## config.mk

```make
export PLATFORM = sky130hd
export DESIGN_NAME = mem_port_arbiter
export DESIGN_NICKNAME = d
export VERILOG_FILES = /design/src/rtl/mem_port_arbiter.sv
export SDC_FILE = /design/constraint.sdc
export NUM_CORES = 1
export LEC_CHECK = 0
export CAP_MARGIN = 20
export CELL_PAD_IN_SITES_DETAIL_PLACEMENT = 1
export CELL_PAD_IN_SITES_GLOBAL_PLACEMENT = 1
export CORE_AREA = 3 3 161 101
export DETAILED_ROUTE_END_ITERATION = 6
export DIE_AREA = 0 0 164 104
export PLACE_DENSITY_LB_ADDON = 0.1
export SLEW_MARGIN = 20
export SYNTH_ARGS = -nofsm -noshare
export SYNTH_HDL_FRONTEND = slang
export SYNTH_SLANG_ARGS = --single-unit
```

## constraint.sdc

```tcl
create_clock -name clk -period 2.6 [get_ports clk]
set_clock_uncertainty 0.05 [all_clocks]
set_input_delay 0.52 -clock clk [delete_from_list [all_inputs] [get_ports clk]]
set_output_delay 0.52 -clock clk [all_outputs]
set_load 0.01 [all_outputs]
```

## src/rtl/mem_port_arbiter.sv

```systemverilog
// -----------------------------------------------------------------------------
// mem_port_arbiter
//
// Shares one single-ported unified memory between the fetch stage (read-only)
// and the memory-access stage (read/write). Only one transaction is in flight
// at a time. Data accesses win arbitration, except when the data side has
// already taken MAX_STREAK consecutive grants while fetch was waiting; then
// fetch is served once.
//
// Ports:
//   clk, rst        : clock, asynchronous active-low reset
//   if_req/if_addr  : fetch read request (held until if_rvalid)
//   if_rdata        : fetch read data (mem_rdata passed through)
//   if_rvalid       : fetch completion pulse
//   ma_req/ma_we/ma_addr/ma_wdata : data request (held until ma_done),
//                     ma_we == 4'b0000 means read
//   ma_rdata        : load data (mem_rdata passed through)
//   ma_done         : data completion pulse
//   mem_req/mem_addr/mem_we/mem_wdata : registered request towards memory
//   mem_gnt         : memory accepted mem_req this cycle
//   mem_rvalid/mem_rdata : memory completion and read data
//   stall_if/stall_ma    : per-stage hold signals for the pipeline controller
// -----------------------------------------------------------------------------
module mem_port_arbiter #(
    parameter int ADDR_W     = 32,
    parameter int MAX_STREAK = 4
) (
    input  logic              clk,
    input  logic              rst,

    input  logic              if_req,
    input  logic [ADDR_W-1:0] if_addr,
    output logic [31:0]       if_rdata,
    output logic              if_rvalid,

    input  logic              ma_req,
    input  logic [3:0]        ma_we,
    input  logic [ADDR_W-1:0] ma_addr,
    input  logic [31:0]       ma_wdata,
    output logic [31:0]       ma_rdata,
    output logic              ma_done,

    output logic              mem_req,
    output logic [ADDR_W-1:0] mem_addr,
    output logic [3:0]        mem_we,
    output logic [31:0]       mem_wdata,
    input  logic              mem_gnt,
    input  logic              mem_rvalid,
    input  logic [31:0]       mem_rdata,

    output logic              stall_if,
    output logic              stall_ma
);

    localparam int CNT_W = $clog2(MAX_STREAK + 1);
    localparam logic [CNT_W-1:0] STREAK_LIMIT = CNT_W'(MAX_STREAK);

    typedef enum logic [2:0] {
        IDLE    = 3'd0,
        REQ_IF  = 3'd1,
        REQ_MA  = 3'd2,
        RESP_IF = 3'd3,
        RESP_MA = 3'd4
    } state_t;

    state_t            state_reg;
    logic [CNT_W-1:0]  streak_cnt_reg;
    logic              mem_req_reg;
    logic [ADDR_W-1:0] mem_addr_reg;
    logic [3:0]        mem_we_reg;
    logic [31:0]       mem_wdata_reg;

    logic              pick_ma;
    logic              pick_if;
    logic [CNT_W-1:0]  streak_inc;

    // Arbitration decision, only acted upon in IDLE. The streak counter
    // saturates at the limit, so "not at limit" is the same as "below limit".
    always_comb begin
        pick_ma    = ma_req && (!if_req || (streak_cnt_reg != STREAK_LIMIT));
        pick_if    = if_req && !pick_ma;
        streak_inc = (streak_cnt_reg == STREAK_LIMIT) ? streak_cnt_reg
                                                      : streak_cnt_reg + CNT_W'(1);
    end

    // Single sequential FSM. The request towards memory is fully registered,
    // so nothing from the requester side reaches mem_* combinationally.
    always_ff @(posedge clk or negedge rst) begin
        if (!rst) begin
            state_reg      <= IDLE;
            streak_cnt_reg <= '0;
            mem_req_reg    <= 1'b0;
            mem_addr_reg   <= '0;
            mem_we_reg     <= '0;
            mem_wdata_reg  <= '0;
        end else begin
            case (state_reg)
                IDLE: begin
                    if (pick_ma) begin
                        state_reg     <= REQ_MA;
                        mem_req_reg   <= 1'b1;
                        mem_addr_reg  <= ma_addr;
                        mem_we_reg    <= ma_we;
                        mem_wdata_reg <= ma_wdata;
                        // Only a data grant that made fetch wait extends the streak.
                        streak_cnt_reg <= if_req ? streak_inc : '0;
                    end else if (pick_if) begin
                        state_reg      <= REQ_IF;
                        mem_req_reg    <= 1'b1;
                        mem_addr_reg   <= if_addr;
                        mem_we_reg     <= '0;
                        mem_wdata_reg  <= '0;
                        streak_cnt_reg <= '0;
                    end
                end
                REQ_IF: begin
                    if (mem_gnt) begin
                        state_reg   <= RESP_IF;
                        mem_req_reg <= 1'b0;
                    end
                end
                REQ_MA: begin
                    if (mem_gnt) begin
                        state_reg   <= RESP_MA;
                        mem_req_reg <= 1'b0;
                    end
                end
                // A response arriving in the grant cycle is seen while still in
                // REQ_x, so it never completes the transaction.
                RESP_IF: begin
                    if (mem_rvalid) begin
                        state_reg <= IDLE;
                    end
                end
                RESP_MA: begin
                    if (mem_rvalid) begin
                        state_reg <= IDLE;
                    end
                end
                default: begin
                    state_reg   <= IDLE;
                    mem_req_reg <= 1'b0;
                end
            endcase
        end
    end

    assign mem_req   = mem_req_reg;
    assign mem_addr  = mem_addr_reg;
    assign mem_we    = mem_we_reg;
    assign mem_wdata = mem_wdata_reg;

    // Completion and read data come straight from the memory response.
    assign if_rvalid = (state_reg == RESP_IF) && mem_rvalid;
    assign ma_done   = (state_reg == RESP_MA) && mem_rvalid;
    assign if_rdata  = mem_rdata;
    assign ma_rdata  = mem_rdata;

    assign stall_if  = if_req && !if_rvalid;
    assign stall_ma  = ma_req && !ma_done;

endmodule

```

## Word-level counts from Yosys, hierarchy flattened

Cells that the tools add are included.

- Register bits: 75
- Input bits: 138
- Output and inout bits: 137

- Add/subtract/negate cells: 1
- Equality and inequality tests: 12
- Muxes and demuxes: 20
- Bitwise logic cells: 1
- Reductions and logical operators: 19

Operator list:

| cell | number |
|---|---|
| 32-bit 2-to-1 mux | 4 |
| 3-bit 2-to-1 mux | 9 |
| 3-bit one-hot mux with 4 select lines | 1 |
| 3-bit != test (second input constant) | 3 |
| 4-bit 2-to-1 mux | 2 |
| 3-bit by 2-bit == test with 1-bit output (second input constant) | 2 |
| 3-bit == test (second input constant) | 2 |
| 1-bit logical AND | 6 |
| 3-bit AND reduction | 2 |
| 1-bit logical NOT | 4 |
| 2-bit by 1-bit != test with 1-bit output (second input constant) | 2 |
| 2-bit != test (second input constant) | 2 |
| 4-bit AND reduction | 1 |
| 2-bit OR reduction | 2 |
| 3-bit by 1-bit adder with 3-bit output (second input constant) | 1 |
| 3-bit by 1-bit == test with 1-bit output (second input constant) | 1 |
| 3-bit logical NOT | 1 |
| 1-bit 2-to-1 mux | 3 |
| 1-bit one-hot mux with 3 select lines | 1 |
| 2-bit AND reduction | 1 |
| 2-bit nonzero test | 1 |
| 1-bit logical OR | 1 |
| 1-bit NOT | 1 |

## Longest topological paths before layout

- Depth after elaboration: 8
- Mapped depth: 7
- Gate-level depth less buffers: 5

## Least setup slack after synthesis

No wires, ideal clock.

- Path type: in2reg
- Start point: input port ma_req
- End point: register mem_addr_reg[2], in the netlist mem_addr[2]
- Arrival time: 1.577 ns
- Path slack: 0.891 ns
- Stages on the path: 7
- Path through: buf_2 > or2_1 > buf_2 > and2_1 > buf_2 > buf_6 > a31oi_2

- Cells in the longest elaborated chain, start to end: 5

Ends and longest elaborated chain:

| what | RTL line | source |
|---|---|---|
| from (decl) | 36 | `input logic ma_req,` |
| 1-bit logical AND (*) | 80 | `pick_ma = ma_req && (!if_req \|\| (streak_cnt_reg != STREAK_LIMIT));` |
| 1-bit logical NOT | 81 | `pick_if = if_req && !pick_ma;` |
| 1-bit logical AND | 81 |  |
| 2-bit nonzero test (no line) | n/a |  |
| 2-bit AND reduction (no line) | n/a |  |
| to (signal assigned) | 102 | `mem_addr_reg <= ma_addr;` |
| to (signal assigned) | 110 | `mem_addr_reg <= if_addr;` |
| to (decl) | 69 | `logic [ADDR_W-1:0] mem_addr_reg;` |

Every way passes the cells marked *; elsewhere a longest branch is shown, timed or not.
A chain may end at the register's enable or synchronous reset.

## Worst setup path in the final report

- Start point: input port mem_rvalid
- End point: output port if_rvalid

- Cells in the longest elaborated chain, start to end: 1

Ends and longest elaborated chain:

| what | RTL line | source |
|---|---|---|
| from (decl) | 48 | `input logic mem_rvalid,` |
| 1-bit logical AND | 154 | `assign if_rvalid = (state_reg == RESP_IF) && mem_rvalid;` |
| to (decl) | 34 | `output logic if_rvalid,` |

Every way passes these cells.

==> metrics.txt <==
RSZ-0062 raised after global routing no; distinct cell type count after synthesis 30; Crit Path Class in -> out; Fin Setup TNS 0 ns; crit-path most repeated cell clkdlybuf4s50_1; Max Clock Freq 395.1 MHz; xor and xnor area share after synthesis 0%; Critical-path top delay cell clkdlybuf4s50_1; post-synthesis simple-gate area fraction between 7 and 8%; Synth Area in Compound Gates 27.28%; area grow syn2layout 46.35%; DP Area 5520 µm²; vias per inst about 4.7; std cell rows 35; Slew @ Worst Pin ~0.44 ns; slew margin rel. 70.91%; I/O pin count 275; fraction of power consumed by sequential logic approximately a third; Final period util 97.35%; maximum vdd drop approximately 0.48 mV; Net Sw Frac 35.18%; Int Power 0.004079 W; Synth Area in Adders less than 1%; Clk Latency, worst-skew pair 0.33 ns; CP Cell Sequence clkdlybuf4s50_1, nand2_1, nor3b_2, buf_4, clkdlybuf4s50_1; Cells after Synth 381; gp weighted congestion ~0.73; # diodes 0; Max-cap violations 0; fin util between 30% and 40%; Mapped Area 3981 µm²; ratio of cells with drive above 1 in the final layout between 10% and 20%; Critical Path Sink Type output port; Initial Util 26.51%; Global Route Usage Sum 15.53%; Hold Crit Class in -> async; initial antenna violation count 0; Clock Tree Root clkbuf_16; Detail Route Antenna Nets 0; Die X 164 µm; Worst EP required 2.03 ns; CTS max path bufs 2; final setup vio count 0; worst path arrival time about 2.0 ns; WL/cell 18.82 µm; multiplexer share of the synthesized area 0%; # hold bufs at CTS 0; largest family of logic cells by synthesized area compound AO/OA/AOI/OAI gates; Clock power frac 20.2%; CTS sink count between 70 and 80; vias in the first global route roughly 3,700; htree depth 3; final hold viol count 0; chip height about 100 µm; global route total overflow 0; status finished, final reports clean; switching pwr 0.002213 W; # DRC 0; sequential-to-total area share from yosys stat 47.14%; reg2reg setup slack 0.72 ns; Nets 630; Logic pwr share 47.4%; die footprint 17,060 µm²; Final min period ~2.5 ns; dpl hpwl 9203 µm; largest net degree at the start of global routing 76; 1st-iter DRT viols around 150; Pre-antenna DRT Iters 4; Clock transition at path regs 0.06 ns; Avg Inst Size Synth 10.45 µm²; Ys Warns 0; Core Region 15,020 µm²; vias after detailed routing 3,285; first-pass GRT wire length between 20,000 and 25,000 µm; slowest stage delay, CP 0.53 ns; Max FO, Critical Path 2; Seq cells post-synth 75; Post-Syn Nets 521; PwrDens 1080 nW/µm²; port bufs 178; Routed WL 13,130 µm; Leak 2.311 nW; Hold Worst Slack 0.1509 ns; Startpoint Class input port; Final Max Tran Viols 0; CTS tree done; CTS Buf Count 9; Non-Filler Cell Area, Final between 5000 and 6000 µm²
## kinds of logic (layout without fill, tap and decap cells)
logic type      Yosys count  count (layout)
fa+ha+maj                 2               2
buf+inv                 102             216
flops                    75              75
compound gates          144             144
simple gates             58              58
## final timing paths
path / start / endpoint / cells past startpoint
max: mem_rvalid / if_rvalid / 5
min: rst / mem_wdata[4] / 2
max reg2reg: state_reg[2] / mem_addr[22] / 5
min reg2reg: mem_wdata[4] / mem_wdata[4] / 1
max in group asynchronous: rst / mem_addr[7] / 2
min in group clk: mem_wdata[4] / mem_wdata[4] / 1
## layer usage
metal	vias to the layer above	wire (µm)	GRT usage, %
li1	1535	-	-
met1	1624	6268	21.19
met2	112	5771	23.52
met3	14	973	5.412
met4	0	119	3.802
met5	-	0	0
## what timing repair did
action	in CTS	in global routing
setup buffers	0	0
resized for setup	0	1
setup endpoints to repair	0	1
## metrics by stage
stage,total power [W],setup WS (ns),std cells
3_5_place_dp,0.005090,0.03607,682
6_report,0.006293,0.06901,698
4_1_cts,0.006411,0.02783,698
5_1_grt,0.006728,0.003232,698
2_1_floorplan,0.003625,0.8914,381
3_3_place_gp,0.005032,0.02044,682
## layout make-up
class / count / area [µm²]
fillers: 1642 / 9194
flip-flops and latches: 75 / 1877
repair buffers: 196 / 1952
clock inverters: 7 / 76.32
inverters: 4 / 15.01
well taps: 203 / 254.0
multi-input cells: 204 / 1428
clock buffers: 9 / 225.2
## cell usage in the layout, fill, tap and decap left out, types with 6 or more instances in the layout
cell             instances
nand3_1                 34
dfrtp_1                 75
clkdlybuf4s50_1        177
a22o_1                  36
clkbuf_16                9
a31oi_1                  6
a31oi_2                 27
o21ai_0                 33
buf_4                   16
a21oi_1                 35
## power groups by stage
stage | Clock, W | Combinational (W) | Sequential [W]
final | 0.00127 | 0.00298 | 0.00204
after global routing | 0.00137 | 0.00324 | 0.00212
after CTS | 0.00132 | 0.00304 | 0.00205
after detailed placement | 0 | 0.00304 | 0.00205
after global placement | 0 | 0.00299 | 0.00204
after floorplan | 0 | 0.00144 | 0.00219
## cell usage after synthesis, drive strengths merged
cell type	instances	area share, %
a21oi	35	4.4
a22o	36	7.9
a31o	1	0.22
a31oi	33	9.4
a32o	1	0.25
and2	1	0.16
and3	3	0.47
buf	80	15
clkbuf	18	1.7
dfrtp	75	47
ha	2	0.63
inv	4	0.38
nand2	6	0.63
nand2b	2	0.31
nand3	34	4.3
nand3b	2	0.38
nor2	5	0.47
nor2b	1	0.16
nor3	1	0.41
nor3b	2	0.38
o211ai	2	0.38
o21ai	33	4.1
o22a	1	0.22
o22ai	2	0.31
or2	1	0.16
## critical path: cells and delay by family
family                 cells  cell delay, ns
buffers and inverters      3            1.16
AND/OR/NAND/NOR            2            0.28
No activity file was read; power rests on OpenSTA's default activity.
